--- config.mk ---
export PLATFORM = sky130hd
export DESIGN_NAME = garp_mem_bus_port_flat
export DESIGN_NICKNAME = d
export VERILOG_FILES = /design/src/rtl/garp_mem_bus_port_if.sv /design/src/rtl/garp_mem_bus_port.sv /design/src/flat_wrapper.sv
export SDC_FILE = /design/constraint.sdc
export NUM_CORES = 1
export LEC_CHECK = 0
export CORE_MARGIN = 2
export CORE_UTILIZATION = 58
export DETAILED_ROUTE_END_ITERATION = 12
export GPL_TIMING_DRIVEN = 0
export PLACE_DENSITY = 0.95
export REMOVE_ABC_BUFFERS = 1
export SYNTH_ARGS = -nofsm -noshare
export SYNTH_HDL_FRONTEND = slang
export SYNTH_SLANG_ARGS = --single-unit
export TNS_END_PERCENT = 1
--- constraint.sdc ---
create_clock -name clk -period 8.6 [get_ports clk]
set_input_delay 2.58 -clock clk [delete_from_list [all_inputs] [get_ports clk]]
set_output_delay 2.58 -clock clk [all_outputs]
set_load 0.05 [all_outputs]
--- src/rtl/garp_mem_bus_port_if.sv ---
// Array/memory-side signal bundle for garp_mem_bus_port.
// The slave modport is the port block's view; master is the environment's view.
interface garp_mem_bus_port_if #(
    parameter int unsigned LANES  = 24,
    parameter int unsigned LANE_W = 2,
    parameter int unsigned ADDR_W = 5,
    parameter int unsigned DEPTH  = 4
);
    localparam int unsigned BW = LANES * LANE_W;
    localparam int unsigned OW = $clog2(DEPTH) + 1;

    logic              io_req_valid;
    logic              io_req_ready;
    logic              io_req_write;
    logic [ADDR_W-1:0] io_req_addr;
    logic [BW-1:0]     io_req_data;
    logic [LANES-1:0]  io_req_mask;

    logic              io_mem_req_valid;
    logic              io_mem_req_ready;
    logic              io_mem_req_write;
    logic [ADDR_W-1:0] io_mem_req_addr;
    logic [BW-1:0]     io_mem_req_data;
    logic [LANES-1:0]  io_mem_req_mask;

    logic              io_mem_resp_valid;
    logic [BW-1:0]     io_mem_resp_data;

    logic              io_resp_valid;
    logic              io_resp_ready;
    logic [BW-1:0]     io_resp_data;

    logic [BW-1:0]     io_mem_bus_out;
    logic [OW-1:0]     io_outstanding;
    logic              io_err;

    modport slave (
        input  io_req_valid, io_req_write, io_req_addr, io_req_data, io_req_mask,
        input  io_mem_req_ready, io_mem_resp_valid, io_mem_resp_data, io_resp_ready,
        output io_req_ready, io_mem_req_valid, io_mem_req_write, io_mem_req_addr,
        output io_mem_req_data, io_mem_req_mask, io_resp_valid, io_resp_data,
        output io_mem_bus_out, io_outstanding, io_err
    );

    modport master (
        output io_req_valid, io_req_write, io_req_addr, io_req_data, io_req_mask,
        output io_mem_req_ready, io_mem_resp_valid, io_mem_resp_data, io_resp_ready,
        input  io_req_ready, io_mem_req_valid, io_mem_req_write, io_mem_req_addr,
        input  io_mem_req_data, io_mem_req_mask, io_resp_valid, io_resp_data,
        input  io_mem_bus_out, io_outstanding, io_err
    );
endinterface

--- src/rtl/garp_mem_bus_port.sv ---
// Lane-packed memory bus port: request FIFO towards memory, credit-limited
// in-order response FIFO back to the array, and a registered last-load bus.
module garp_mem_bus_port #(
    parameter int unsigned LANES  = 24,
    parameter int unsigned LANE_W = 2,
    parameter int unsigned ADDR_W = 5,
    parameter int unsigned DEPTH  = 4
) (
    input logic                clk,
    input logic                reset,
    garp_mem_bus_port_if.slave bus
);
    localparam int unsigned BW = LANES * LANE_W;
    localparam int unsigned PW = $clog2(DEPTH);
    localparam int unsigned CW = PW + 1;
    localparam int unsigned SW = CW + 1;

    // Request FIFO storage and control
    logic              req_w_q [DEPTH];
    logic [ADDR_W-1:0] req_a_q [DEPTH];
    logic [BW-1:0]     req_d_q [DEPTH];
    logic [LANES-1:0]  req_m_q [DEPTH];
    logic [PW-1:0]     req_wp_q, req_wp_d, req_rp_q, req_rp_d;
    logic [CW-1:0]     req_cnt_q, req_cnt_d;

    // Response FIFO storage and control
    logic [BW-1:0]     rsp_d_q [DEPTH];
    logic [PW-1:0]     rsp_wp_q, rsp_wp_d, rsp_rp_q, rsp_rp_d;
    logic [CW-1:0]     rsp_cnt_q, rsp_cnt_d;

    logic [CW-1:0]     outst_q, outst_d;
    logic [BW-1:0]     bus_out_q, bus_out_d;
    logic              err_q, err_d;

    logic req_ready_c, credit_ok_c, head_write_c, mem_req_valid_c;
    logic req_enq_c, req_deq_c, ld_issue_c;
    logic rsp_deq_c, spurious_c, rsp_acc_c, rsp_enq_c, overflow_c;

    // Loads only issue while every in-flight or buffered word has a free response slot
    assign req_ready_c     = req_cnt_q < CW'(DEPTH);
    assign credit_ok_c     = (SW'(outst_q) + SW'(rsp_cnt_q)) < SW'(DEPTH);
    assign head_write_c    = req_w_q[req_rp_q];
    assign mem_req_valid_c = (req_cnt_q != '0) && (head_write_c || credit_ok_c);

    assign req_enq_c  = bus.io_req_valid && req_ready_c;
    assign req_deq_c  = mem_req_valid_c && bus.io_mem_req_ready;
    assign ld_issue_c = req_deq_c && !head_write_c;

    // A response with nothing outstanding is a protocol error and is dropped
    assign rsp_deq_c  = (rsp_cnt_q != '0) && bus.io_resp_ready;
    assign spurious_c = bus.io_mem_resp_valid && (outst_q == '0);
    assign rsp_acc_c  = bus.io_mem_resp_valid && !spurious_c;
    assign rsp_enq_c  = rsp_acc_c && ((rsp_cnt_q != CW'(DEPTH)) || rsp_deq_c);
    assign overflow_c = rsp_acc_c && !rsp_enq_c;

    always_comb begin
        req_wp_d  = req_wp_q;
        req_rp_d  = req_rp_q;
        req_cnt_d = req_cnt_q;
        rsp_wp_d  = rsp_wp_q;
        rsp_rp_d  = rsp_rp_q;
        rsp_cnt_d = rsp_cnt_q;
        outst_d   = outst_q;
        bus_out_d = bus_out_q;
        err_d     = err_q;

        if (req_enq_c) req_wp_d = req_wp_q + PW'(1);
        if (req_deq_c) req_rp_d = req_rp_q + PW'(1);
        case ({req_enq_c, req_deq_c})
            2'b10:   req_cnt_d = req_cnt_q + CW'(1);
            2'b01:   req_cnt_d = req_cnt_q - CW'(1);
            default: req_cnt_d = req_cnt_q;
        endcase

        if (rsp_enq_c) rsp_wp_d = rsp_wp_q + PW'(1);
        if (rsp_deq_c) rsp_rp_d = rsp_rp_q + PW'(1);
        case ({rsp_enq_c, rsp_deq_c})
            2'b10:   rsp_cnt_d = rsp_cnt_q + CW'(1);
            2'b01:   rsp_cnt_d = rsp_cnt_q - CW'(1);
            default: rsp_cnt_d = rsp_cnt_q;
        endcase

        case ({ld_issue_c, rsp_acc_c})
            2'b10:   outst_d = outst_q + CW'(1);
            2'b01:   outst_d = outst_q - CW'(1);
            default: outst_d = outst_q;
        endcase

        if (rsp_enq_c) bus_out_d = bus.io_mem_resp_data;
        if (spurious_c || overflow_c) err_d = 1'b1;
    end

    always_ff @(posedge clk or negedge reset) begin
        if (!reset) begin
            req_wp_q  <= '0;
            req_rp_q  <= '0;
            req_cnt_q <= '0;
            rsp_wp_q  <= '0;
            rsp_rp_q  <= '0;
            rsp_cnt_q <= '0;
            outst_q   <= '0;
            bus_out_q <= '0;
            err_q     <= 1'b0;
        end else begin
            req_wp_q  <= req_wp_d;
            req_rp_q  <= req_rp_d;
            req_cnt_q <= req_cnt_d;
            rsp_wp_q  <= rsp_wp_d;
            rsp_rp_q  <= rsp_rp_d;
            rsp_cnt_q <= rsp_cnt_d;
            outst_q   <= outst_d;
            bus_out_q <= bus_out_d;
            err_q     <= err_d;
        end
    end

    // Payload storage needs no reset; validity lives in the counts
    always_ff @(posedge clk) begin
        if (req_enq_c) begin
            req_w_q[req_wp_q] <= bus.io_req_write;
            req_a_q[req_wp_q] <= bus.io_req_addr;
            req_d_q[req_wp_q] <= bus.io_req_data;
            req_m_q[req_wp_q] <= bus.io_req_mask;
        end
        if (rsp_enq_c) rsp_d_q[rsp_wp_q] <= bus.io_mem_resp_data;
    end

    assign bus.io_req_ready     = req_ready_c;
    assign bus.io_mem_req_valid = mem_req_valid_c;
    assign bus.io_mem_req_write = head_write_c;
    assign bus.io_mem_req_addr  = req_a_q[req_rp_q];
    assign bus.io_mem_req_data  = req_d_q[req_rp_q];
    assign bus.io_mem_req_mask  = req_m_q[req_rp_q];
    assign bus.io_resp_valid    = rsp_cnt_q != '0;
    assign bus.io_resp_data     = rsp_d_q[rsp_rp_q];
    assign bus.io_mem_bus_out   = bus_out_q;
    assign bus.io_outstanding   = outst_q;
    assign bus.io_err           = err_q;
endmodule

--- src/flat_wrapper.sv ---
// flat-port wrapper written by rule: the top's interface ports become plain ports
module garp_mem_bus_port_flat 
#(
    parameter int unsigned LANES  = 24,
    parameter int unsigned LANE_W = 2,
    parameter int unsigned ADDR_W = 5,
    parameter int unsigned DEPTH  = 4
)
  (clk, reset, bus_io_req_valid, bus_io_req_write, bus_io_req_addr, bus_io_req_data, bus_io_req_mask, bus_io_mem_req_ready, bus_io_mem_resp_valid, bus_io_mem_resp_data, bus_io_resp_ready, bus_io_req_ready, bus_io_mem_req_valid, bus_io_mem_req_write, bus_io_mem_req_addr, bus_io_mem_req_data, bus_io_mem_req_mask, bus_io_resp_valid, bus_io_resp_data, bus_io_mem_bus_out, bus_io_outstanding, bus_io_err);
  garp_mem_bus_port_if #(.LANES(LANES), .LANE_W(LANE_W), .ADDR_W(ADDR_W), .DEPTH(DEPTH)) bus_i ();
  input logic clk;
  input logic reset;
  input wire logic [$bits(bus_i.io_req_valid)-1:0] bus_io_req_valid;
  input wire logic [$bits(bus_i.io_req_write)-1:0] bus_io_req_write;
  input wire logic [$bits(bus_i.io_req_addr)-1:0] bus_io_req_addr;
  input wire logic [$bits(bus_i.io_req_data)-1:0] bus_io_req_data;
  input wire logic [$bits(bus_i.io_req_mask)-1:0] bus_io_req_mask;
  input wire logic [$bits(bus_i.io_mem_req_ready)-1:0] bus_io_mem_req_ready;
  input wire logic [$bits(bus_i.io_mem_resp_valid)-1:0] bus_io_mem_resp_valid;
  input wire logic [$bits(bus_i.io_mem_resp_data)-1:0] bus_io_mem_resp_data;
  input wire logic [$bits(bus_i.io_resp_ready)-1:0] bus_io_resp_ready;
  output wire logic [$bits(bus_i.io_req_ready)-1:0] bus_io_req_ready;
  output wire logic [$bits(bus_i.io_mem_req_valid)-1:0] bus_io_mem_req_valid;
  output wire logic [$bits(bus_i.io_mem_req_write)-1:0] bus_io_mem_req_write;
  output wire logic [$bits(bus_i.io_mem_req_addr)-1:0] bus_io_mem_req_addr;
  output wire logic [$bits(bus_i.io_mem_req_data)-1:0] bus_io_mem_req_data;
  output wire logic [$bits(bus_i.io_mem_req_mask)-1:0] bus_io_mem_req_mask;
  output wire logic [$bits(bus_i.io_resp_valid)-1:0] bus_io_resp_valid;
  output wire logic [$bits(bus_i.io_resp_data)-1:0] bus_io_resp_data;
  output wire logic [$bits(bus_i.io_mem_bus_out)-1:0] bus_io_mem_bus_out;
  output wire logic [$bits(bus_i.io_outstanding)-1:0] bus_io_outstanding;
  output wire logic [$bits(bus_i.io_err)-1:0] bus_io_err;
  assign bus_i.io_req_valid = bus_io_req_valid;
  assign bus_i.io_req_write = bus_io_req_write;
  assign bus_i.io_req_addr = bus_io_req_addr;
  assign bus_i.io_req_data = bus_io_req_data;
  assign bus_i.io_req_mask = bus_io_req_mask;
  assign bus_i.io_mem_req_ready = bus_io_mem_req_ready;
  assign bus_i.io_mem_resp_valid = bus_io_mem_resp_valid;
  assign bus_i.io_mem_resp_data = bus_io_mem_resp_data;
  assign bus_i.io_resp_ready = bus_io_resp_ready;
  assign bus_io_req_ready = bus_i.io_req_ready;
  assign bus_io_mem_req_valid = bus_i.io_mem_req_valid;
  assign bus_io_mem_req_write = bus_i.io_mem_req_write;
  assign bus_io_mem_req_addr = bus_i.io_mem_req_addr;
  assign bus_io_mem_req_data = bus_i.io_mem_req_data;
  assign bus_io_mem_req_mask = bus_i.io_mem_req_mask;
  assign bus_io_resp_valid = bus_i.io_resp_valid;
  assign bus_io_resp_data = bus_i.io_resp_data;
  assign bus_io_mem_bus_out = bus_i.io_mem_bus_out;
  assign bus_io_outstanding = bus_i.io_outstanding;
  assign bus_io_err = bus_i.io_err;
  garp_mem_bus_port #(.LANES(LANES), .LANE_W(LANE_W), .ADDR_W(ADDR_W), .DEPTH(DEPTH)) u_core (.clk(clk), .reset(reset), .bus(bus_i));
endmodule
==> results of run 1 <==
-- logic make-up (layout without fill, tap and decap cells) --
logic type      Yosys count  after routing  share of synthesized area (%)
simple gates             30             30                          0.796
flops                   570            570                           79.7
fa+ha+maj                16             16                           1.06
other cells               0              3                              0
mux                     177            177                           16.2
buf+inv                  57            450                           1.32
compound gates           12             12                          0.410
xor+xnor                 13             13                          0.541
-- power breakdown --
part	switching [mW]	internal (mW)	total (mW)
Combinational	3.00	1.78	4.78
Sequential	0.307	3.60	3.91
Clock	1.01	1.41	2.43
Total	4.32	6.80	11.1
-- final cells by class --
cell class,count,share of cell area (%)
Clock inverter,33,1.22
Antenna cell,3,0.0280
Inverter,22,0.308
Timing Repair Buffer,327,13.0
Tap cell,461,2.15
Clock buffer,68,5.58
Multi-Input combinational cell,248,15.1
Sequential cell,570,62.6
-- sequential cells by signal (all words and copies together), names as in the netlist, 4 cells and up --
name and count:
u_core.req_d_q 192, u_core.rsp_d_q 192, u_core.req_m_q 96, u_core.bus.io_mem_bus_out 48
u_core.req_a_q 20, u_core.req_w_q 4
-- cells in the mapped netlist (all sizes together) (6+ instances only) --
library cell and n:
mux2 49, edfxtp 504, nand2 6, buf 29, mux4 126, xnor2 8, nor2 8, clkbuf 6
ha 13, inv 22, dfrtp 66
-- cell usage in the layout (no fill, tap or decap), types with 9 or more instances in the layout --
cell | synthesis | routed
inv_1 | 22 | 22
clkdlybuf4s50_1 | 0 | 311
mux2_2 | 49 | 49
clkinv_1 | 0 | 11
dfrtp_1 | 66 | 62
mux4_2 | 126 | 126
clkinv_2 | 0 | 9
ha_1 | 13 | 13
clkbuf_16 | 0 | 57
buf_16 | 0 | 9
edfxtp_1 | 504 | 504
-- layer usage --
layer  track usage [%]  share of wire, %  routed length, microns
met1              31.4                36                   16900
met2              43.2                51                   24300
met3              8.47                11                    5000
met4              8.83               2.6                    1250
met5                 0                 0                       0
-- per-stage QoR --
step,setup TNS [ns],area (sq um)
floorplan,0,20900
global placement,-0.114,24600
detailed placement,0,25000
CTS,0,26800
global route,0,26800
finish,0,26800
-- worst min-delay path by stage --
stage          slack [ns]             endpoint                start
2_1_floorplan        0.47  u_core.req_cnt_q[0]  u_core.req_cnt_q[0]
4_1_cts              0.48    u_core.bus.io_err    u_core.bus.io_err
6_report             0.48    u_core.bus.io_err    u_core.bus.io_err
5_1_grt              0.50    u_core.bus.io_err    u_core.bus.io_err
3_5_place_dp         0.44    u_core.bus.io_err    u_core.bus.io_err
3_3_place_gp         0.44    u_core.bus.io_err    u_core.bus.io_err
-- critical path, cell delays in order (launching register included) --
cell             delay [ns]
dfrtp_4                0.81
buf_16                 0.30
buf_12                 0.26
mux4_2                 0.57
clkdlybuf4s50_1        0.77
==> run metrics, run 1 <==
run status finished, final reports clean; startpoint of the lowest-slack register-to-register path u_core.bus.io_outstanding[0]; number of distinct standard cells referenced by the synthesized netlist 36; later-pin clock latency in the skew report around 0.59 ns; count of unresolved DRC violations after routing 0; Clock Root Buffer clkbuf_16; critical path start-end classification flop to output pin; sequential share of the synthesized area around 80%; total routing resource utilization after global routing 25.6%; endpoint class of the critical path output pin; final critical delay including setup and external delays 5.93 ns; relative slew slack 36.4%; initial antenna violation count 4; Cells after DPL 1628; via-per-instance ratio 5.96; vias in the first global route 11100; final hold violation count 0; maximum vdd drop 0.336 mV; average routed wire per standard cell 27.4 microns; Place WS 3.03 ns; top area cells in the synthesized netlist edfxtp_1 72%, mux4_2 13%, dfrtp_1 7.8%; number of clock buffers inserted by TritonCTS 54; Post-CTS Setup Inserts 0; multi-input gate area in the final layout 0.00404 sq mm; data required time at the worst endpoint 6.02 ns; share of the clock period used by the worst path 69.0%; Yosys Warn Count 0; depth of the most critical reg-to-reg path 4; max-cap violation count 0; RSZ-0062 raised after global routing no; PwrDens 415 mW/mm^2; maximum number of pins on one net before global-route repair 67; total gr overflow 0; core region area 0.0357 sq mm; maximum clock skew at final layout 0.0194 ns; maximum buffer depth of the clock tree 3; cell area after synthesis between 0.02 and 0.025 sq mm; number of stages on the worst hold path 1; overall via count from detail_route 10300; number of nets in the finished design 1371; Slew Viols, Final 0; cell leakage power 9.00 nW; area share of the largest cell type after synthesis 71.8%; number of fillers in the final layout 1760; mean instance size in the synthesized netlist 24.1 sq um; synthesis-to-layout area growth 27.3%; number of buffers inserted by port buffering 312; dominant cell type by area after synthesis edfxtp_1; fraction of layout cells with a size suffix above 1 22.7%; count of placed standard cells in the final layout, fillers left out between 1500 and 2000; first-pass GRT wire length 71200 microns; TritonCTS clock tree yes; clock transition at the register clock pins on the worst setup and hold paths after CTS 0.06 ns; Max FO, Critical Path 30; Worst setup startpoint u_core.req_rp_q[0]; total clock sinks 570; maximum operating frequency 169 MHz; hold crit path type flop to flop; number of rows created at floorplan between 60 and 70; Async SR Flop Fraction 11.6%; Crit Reg-Reg Endpoint u_core.rsp_d_q[3][13]; die height roughly 200 microns; final setup vio count 0; flip-flop and latch area 0.0168 sq mm; Final Hold Slack 0.476 ns; number of synthesized flops with an enable pin 504; number of synthesized register bits 570; Top FF cell, synth edfxtp_1; post-cts sizing count 0; I/O pins 313; data arrival time of the critical path 3.35 ns; gpl congestion 0.740; first drt pass iteration count 5; Total Die Area 0.0379 sq mm; starting utilization of the core area 59.1%; slew at the pin closest to its max-slew limit 0.955 ns; setup slack, reg-to-reg ~5.6 ns; final core utilization 75.2%; worst-case setup margin in the final layout 2.67 ns; number of instances in the synthesized netlist ~900; antenna-violating nets left 0; final wirelength 47400 microns; capture point of the worst path bus_io_mem_req_data[4]; Horiz. Die Dim 195 microns; Iter 0 DRT Violations approximately 850; startpoint kind of the worst setup timing path flop; dpl hpwl 28000 microns; H-tree depth 2; hold-fix buffers at CTS 0; total power consumption of the routed design 11.1 mW
Note: power is estimated with default switching activity, not from simulation.
==> run 2: changes to the inputs <==
Settings changed: CORE_UTILIZATION 58 to 49, PLACE_DENSITY 0.95 to 0.87.
Clock period 8.6 ns to 4.9 ns, I/O delays scaled along.
==> run metrics, run 2 (synthesized netlist as in run 1, its figures left out) <==
data required time at the worst endpoint 3.43 ns; maximum vdd drop about 0.46 mV; final hold violation count 0; overall via count from detail_route 10100; Clock Root Buffer clkbuf_16; Net Sw Frac between 30% and 40%; standard cell area after detailed placement ~0.025 sq mm; first-pass GRT wire length 65700 microns; endpoint class of the critical path output pin; design internal power 11.7 mW; count of unresolved DRC violations after routing 0; startpoint kind of the worst setup timing path flop; later-pin clock latency in the skew report 0.62 ns; starting utilization of the core area 49.9%; slew at the pin closest to its max-slew limit roughly 0.96 ns; share of the clock period used by the worst path between 90% and 100%; PwrDens around 720 mW/mm^2; number of clock buffers inserted by TritonCTS 54; final critical delay including setup and external delays 4.62 ns; die height around 210 microns; Final Cell Area around 0.027 sq mm; clock transition at the register clock pins on the worst setup and hold paths after CTS 0.06 ns; antenna-violating nets left 0; H-tree depth 2; top flop regs u_core.req_d_q: 192 flops, u_core.rsp_d_q: 192 flops, u_core.req_m_q: 96 flops; number of fillers in the final layout 2717; capture point of the worst path bus_io_mem_req_data[39]; number of stages on the worst hold path 1; final setup vio count 0; setup slack, reg-to-reg 1.91 ns; number of nets in the finished design ~1400; number of rows created at floorplan 75; total routing resource utilization after global routing 20.0%; clock share of power 21.0%; Crit Reg-Reg Endpoint u_core.rsp_d_q[3][6]; maximum number of pins on one net before global-route repair 67; relative slew slack 36.2%; depth of the most critical reg-to-reg path 4; RSZ-0062 raised after global routing no; Cells after DPL 1703; first drt pass iteration count 4; maximum clock skew at final layout 0.0262 ns; post-cts sizing count 0; total gr overflow 0; commonest cells after routing, fill and taps aside 504 x edfxtp_1, 311 x clkdlybuf4s50_1, 126 x mux4_2; core region area 0.0422 sq mm; total clock sinks 570; Total Die Area 0.0447 sq mm; average routed wire per standard cell 24.6 microns; Iter 0 DRT Violations 802; cell leakage power 8.91 nW; Worst setup startpoint u_core.req_rp_q[0]; count of placed standard cells in the final layout, fillers left out 1802; most common cell after layout, fill and taps aside edfxtp_1; worst-case setup margin in the final layout 0.283 ns; run status finished, final reports clean; TritonCTS clock tree yes; dpl hpwl 26300 microns; Slew Viols, Final 0; hold crit path type flop to flop; Horiz. Die Dim 211 microns; combinational group share of total power a little over two fifths; gpl congestion 0.727; via-per-instance ratio 5.63; fraction of layout cells with a size suffix above 1 22.2%; critical path start-end classification flop to output pin; switching power 7.47 mW; fraction of power consumed by sequential logic roughly 36%; startpoint of the lowest-slack register-to-register path u_core.bus.io_outstanding[0]; maximum operating frequency 217 MHz; Max FO, Critical Path 43; Place WS about 0.4 ns; I/O pins 313; number of buffers inserted by port buffering around 310; max-cap violation count 0; initial antenna violation count 3; vias in the first global route 10800; maximum buffer depth of the clock tree 3; data arrival time of the critical path 3.15 ns; final wirelength 44300 microns; synthesis-to-layout area growth 26.9%
run 2: worst max-delay path: stages, from the launching register on:
cell and delay, ns:
dfrtp_4 0.76, buf_16 0.36, mux4_2 0.60, clkdlybuf4s50_1 0.76
run 2: layer usage:
metal	wire [microns]	global-route usage, %	share of wire [%]	up-vias
li1	-	-	-	4335
met1	16700	24.3	38	5274
met2	22200	33.7	50	468
met3	4560	7.42	10	60
met4	847	5.88	1.9	4
met5	25	0	0.056	-
run 2: how the worst min path moves through the flow:
stage | endpoint | start
6_report | u_core.bus.io_err | u_core.bus.io_err
5_1_grt | u_core.bus.io_err | u_core.bus.io_err
4_1_cts | u_core.bus.io_err | u_core.bus.io_err
3_5_place_dp | u_core.bus.io_err | u_core.bus.io_err
3_3_place_gp | u_core.bus.io_err | u_core.bus.io_err
2_1_floorplan | u_core.req_cnt_q[0] | u_core.req_cnt_q[0]
run 2: through the flow:
| step | TNS [ns] | power [mW] | util (%) | hold WS, ns |
|---|---|---|---|---|
| finish | 0 | 19.2 | 63.3 | 0.461 |
| global route | 0 | 19.9 | 63.3 | 0.485 |
| CTS | 0 | 19.4 | 63.3 | 0.467 |
| detailed placement | 0 | 15.2 | 59.2 | 0.453 |
| global placement | -1042.12 | 15.2 | 58.4 | 0.442 |
| floorplan | -40.79 | 12.4 | - | 0.470 |
run 2: timing repair:
item,4_1_cts,5_1_grt
setup buffers,1,0
hold buffers,0,0
setup endpoints to repair,13,0
run 2: area by class of cell:
class                   count  area, sq um  area share (%)
inverters                  22         82.6           0.309
well taps                 539          674            2.52
flip-flops and latches    570        16800            62.8
repair buffers            325         3430            12.8
diodes                      1         2.50         0.00936
clock buffers              69         1410            5.26
clock inverters            28          299            1.12
multi-input cells         248         4040            15.1
run 2: power by group through the flow:
stage	Combinational, mW	Clock, mW	Sequential (mW)
after detailed placement	8.25	0	6.97
final	8.31	4.02	6.83
after CTS	8.41	4.10	6.85
after floorplan	4.65	0	7.78
after global routing	8.68	4.27	6.92
after global placement	7.88	0	7.33
==> RTL edit, RTL diff (flow settings as in run 2) <==
`LANE_W` is set to 2 in 3 places; all go to 3.
--- a/src/rtl/garp_mem_bus_port_if.sv
+++ b/src/rtl/garp_mem_bus_port_if.sv
@@ -4,3 +4,3 @@
     parameter int unsigned LANES  = 24,
-    parameter int unsigned LANE_W = 2,
+    parameter int unsigned LANE_W = 3,
     parameter int unsigned ADDR_W = 5,
--- a/src/rtl/garp_mem_bus_port.sv
+++ b/src/rtl/garp_mem_bus_port.sv
@@ -4,3 +4,3 @@
     parameter int unsigned LANES  = 24,
-    parameter int unsigned LANE_W = 2,
+    parameter int unsigned LANE_W = 3,
     parameter int unsigned ADDR_W = 5,
--- a/src/flat_wrapper.sv
+++ b/src/flat_wrapper.sv
@@ -4,3 +4,3 @@
     parameter int unsigned LANES  = 24,
-    parameter int unsigned LANE_W = 2,
+    parameter int unsigned LANE_W = 3,
     parameter int unsigned ADDR_W = 5,
Ports: changed (5 resized); port bits go from 313 to 433. The function was not compared with the original's and may differ.
==> RTL edit against run 2 <==
  * Largest cell class unchanged
  * Setup slack got worse by 0.037 ns
  * Clock power rose by 48%
  * Highest routed layer unchanged
  * Sequential power rose by 38%
  * Area after synthesis rose by 38%
  * Sequential cell count rose by 216
  * Hold slack got worse by 0.00075 ns
  * Final area rose by 39%
  * Count of clock-buffer cells in the layout rose by 31
  * Fmax fell by 0.80%
  * Register-to-register slack got worse by 0.15 ns
  * Wire length rose by 44%
  * Total power rose by 41%
==> RTL edit: results (changes against run 2) <==
** Placed design
- Routability-driven placement congestion ratio :: 0.748 (+2.8%)
- Pre-CTS WS :: 0.234 ns (-0.163 ns)
- The placed cell count is 2,341 (+37%).
- The count of port buffers added during placement was 432 (+38%).
- Cell area after placement :: 34,600 µm² (+38%)

** Cells and area
- The share of the final layout cell area in multi-input gates is 15.0% (-0.15 points).
- The layout cell share with drive strength beyond 1 came to 23.2% (+1.0 points).
- The final-layout fill cell count was 3,713 (+37%).
- Final non-clock buffer share :: 13.0% (+0.15 points)
- Largest registers :: u_core.req_d_q x288, u_core.rsp_d_q x288, u_core.req_m_q x96
- The count of multi-input combinational gates was 316 (+27%).
- Share of final layout cell area taken by clock buffers and inverters :: 6.98% (+0.60 points)
- Number of nets in the layout :: 1,847 (+35%)
- The count of clock-net buffers in the final layout is 100 (+45%).

** Timing
- The tightest hold margin is 0.460 ns (-0.000752 ns).
- The setup clock skew after layout was 0.0350 ns (+0.00881 ns).
- The transition time of the tightest slew-check pin is 1.41 ns (+0.457 ns).

** Pwr
- The combinational fraction of design power is 42.8% (-0.5 points).
- The switching share of power is 38.8% (-0.22 points).
- Sequential logic power :: 9440 µW (+38%)
- The worst ir drop on vdd came to 0.000564 V (+22%).
- The ratio of total power to cell area is 724 nW/µm² (+1.1%).

** Worst setup path
- Max incr delay on CP :: 0.81 ns (+0.05 ns)
- The highest net fanout along the worst path came to 39 (-9.3%).
- The data arrival time at the worst-slack endpoint was 3.18 ns (+0.03 ns).

** Routing
- The via count was 13,858 (+37%).
- Drt initial violations :: 905 (+13%)
- Drt wl/cell :: 25.7 µm (+4.6%)
- The sum of met2 wire segment lengths after detailed routing was 32,700 µm (+48%).

** Global route
- The met1 track demand over resource in global routing is 25.7% (+1.3 points).
- The initial antenna violation count was 8 (+5).
- Met3 usage :: 7.84% (+0.42 points)
- The pin count of the biggest net entering global routing came to 76 (+13%).
- Total routing resource utilization after global routing :: 20.9% (+0.89 points)

** Yosys
- Leading cell types by total area after synthesis :: edfxtp_1 72%, mux4_2 13%, dfrtp_1 7.7%
- Post-synthesis sequential area ratio :: 79.6% (-0.11 points)
- Number of enable-type register cells in the synthesized netlist :: 696 (+38%)
- The distinct cell type count after synthesis is 35 (-2.8%).

** Clock tree
- The depth of the CTS H-tree was 3 (+1).
- The number of clock sinks is 786 (+38%).
- The number of setup buffers added after CTS is 0 (-1).

** Outcome
- Outcome :: complete, no violations
RTL edit: cell types whose count changed in the layout (fill, tap and decap cells not counted), sizes merged, moves of 24 or more:
cell	run 2	this run
edfxtp	504	696
clkdlybuf4s50	311	431
mux4	126	174
clkbuf	69	100
dfrtp	66	90
mux2	49	73
RTL edit: final timing paths:
kind	startpoint	to
min	u_core.bus.io_err	u_core.bus.io_err
max in group asynchronous	reset	u_core.bus.io_mem_bus_out[25]
min reg2reg	u_core.bus.io_err	u_core.bus.io_err
max	u_core.req_rp_q[0]	bus_io_mem_req_data[56]
min in group asynchronous	reset	u_core.bus.io_mem_bus_out[60]
max reg2reg	u_core.rsp_cnt_q[0]	u_core.rsp_cnt_q[2]
RTL edit: kinds of logic after synthesis:
kind of cell | Yosys count | share of synthesized area [%]
mux | 250 | 17.0
flops | 786 | 79.6
simple gates | 28 | 0.632
compound gates | 8 | 0.185
fa+ha+maj | 16 | 0.766
buf+inv | 65 | 1.40
xor+xnor | 14 | 0.421
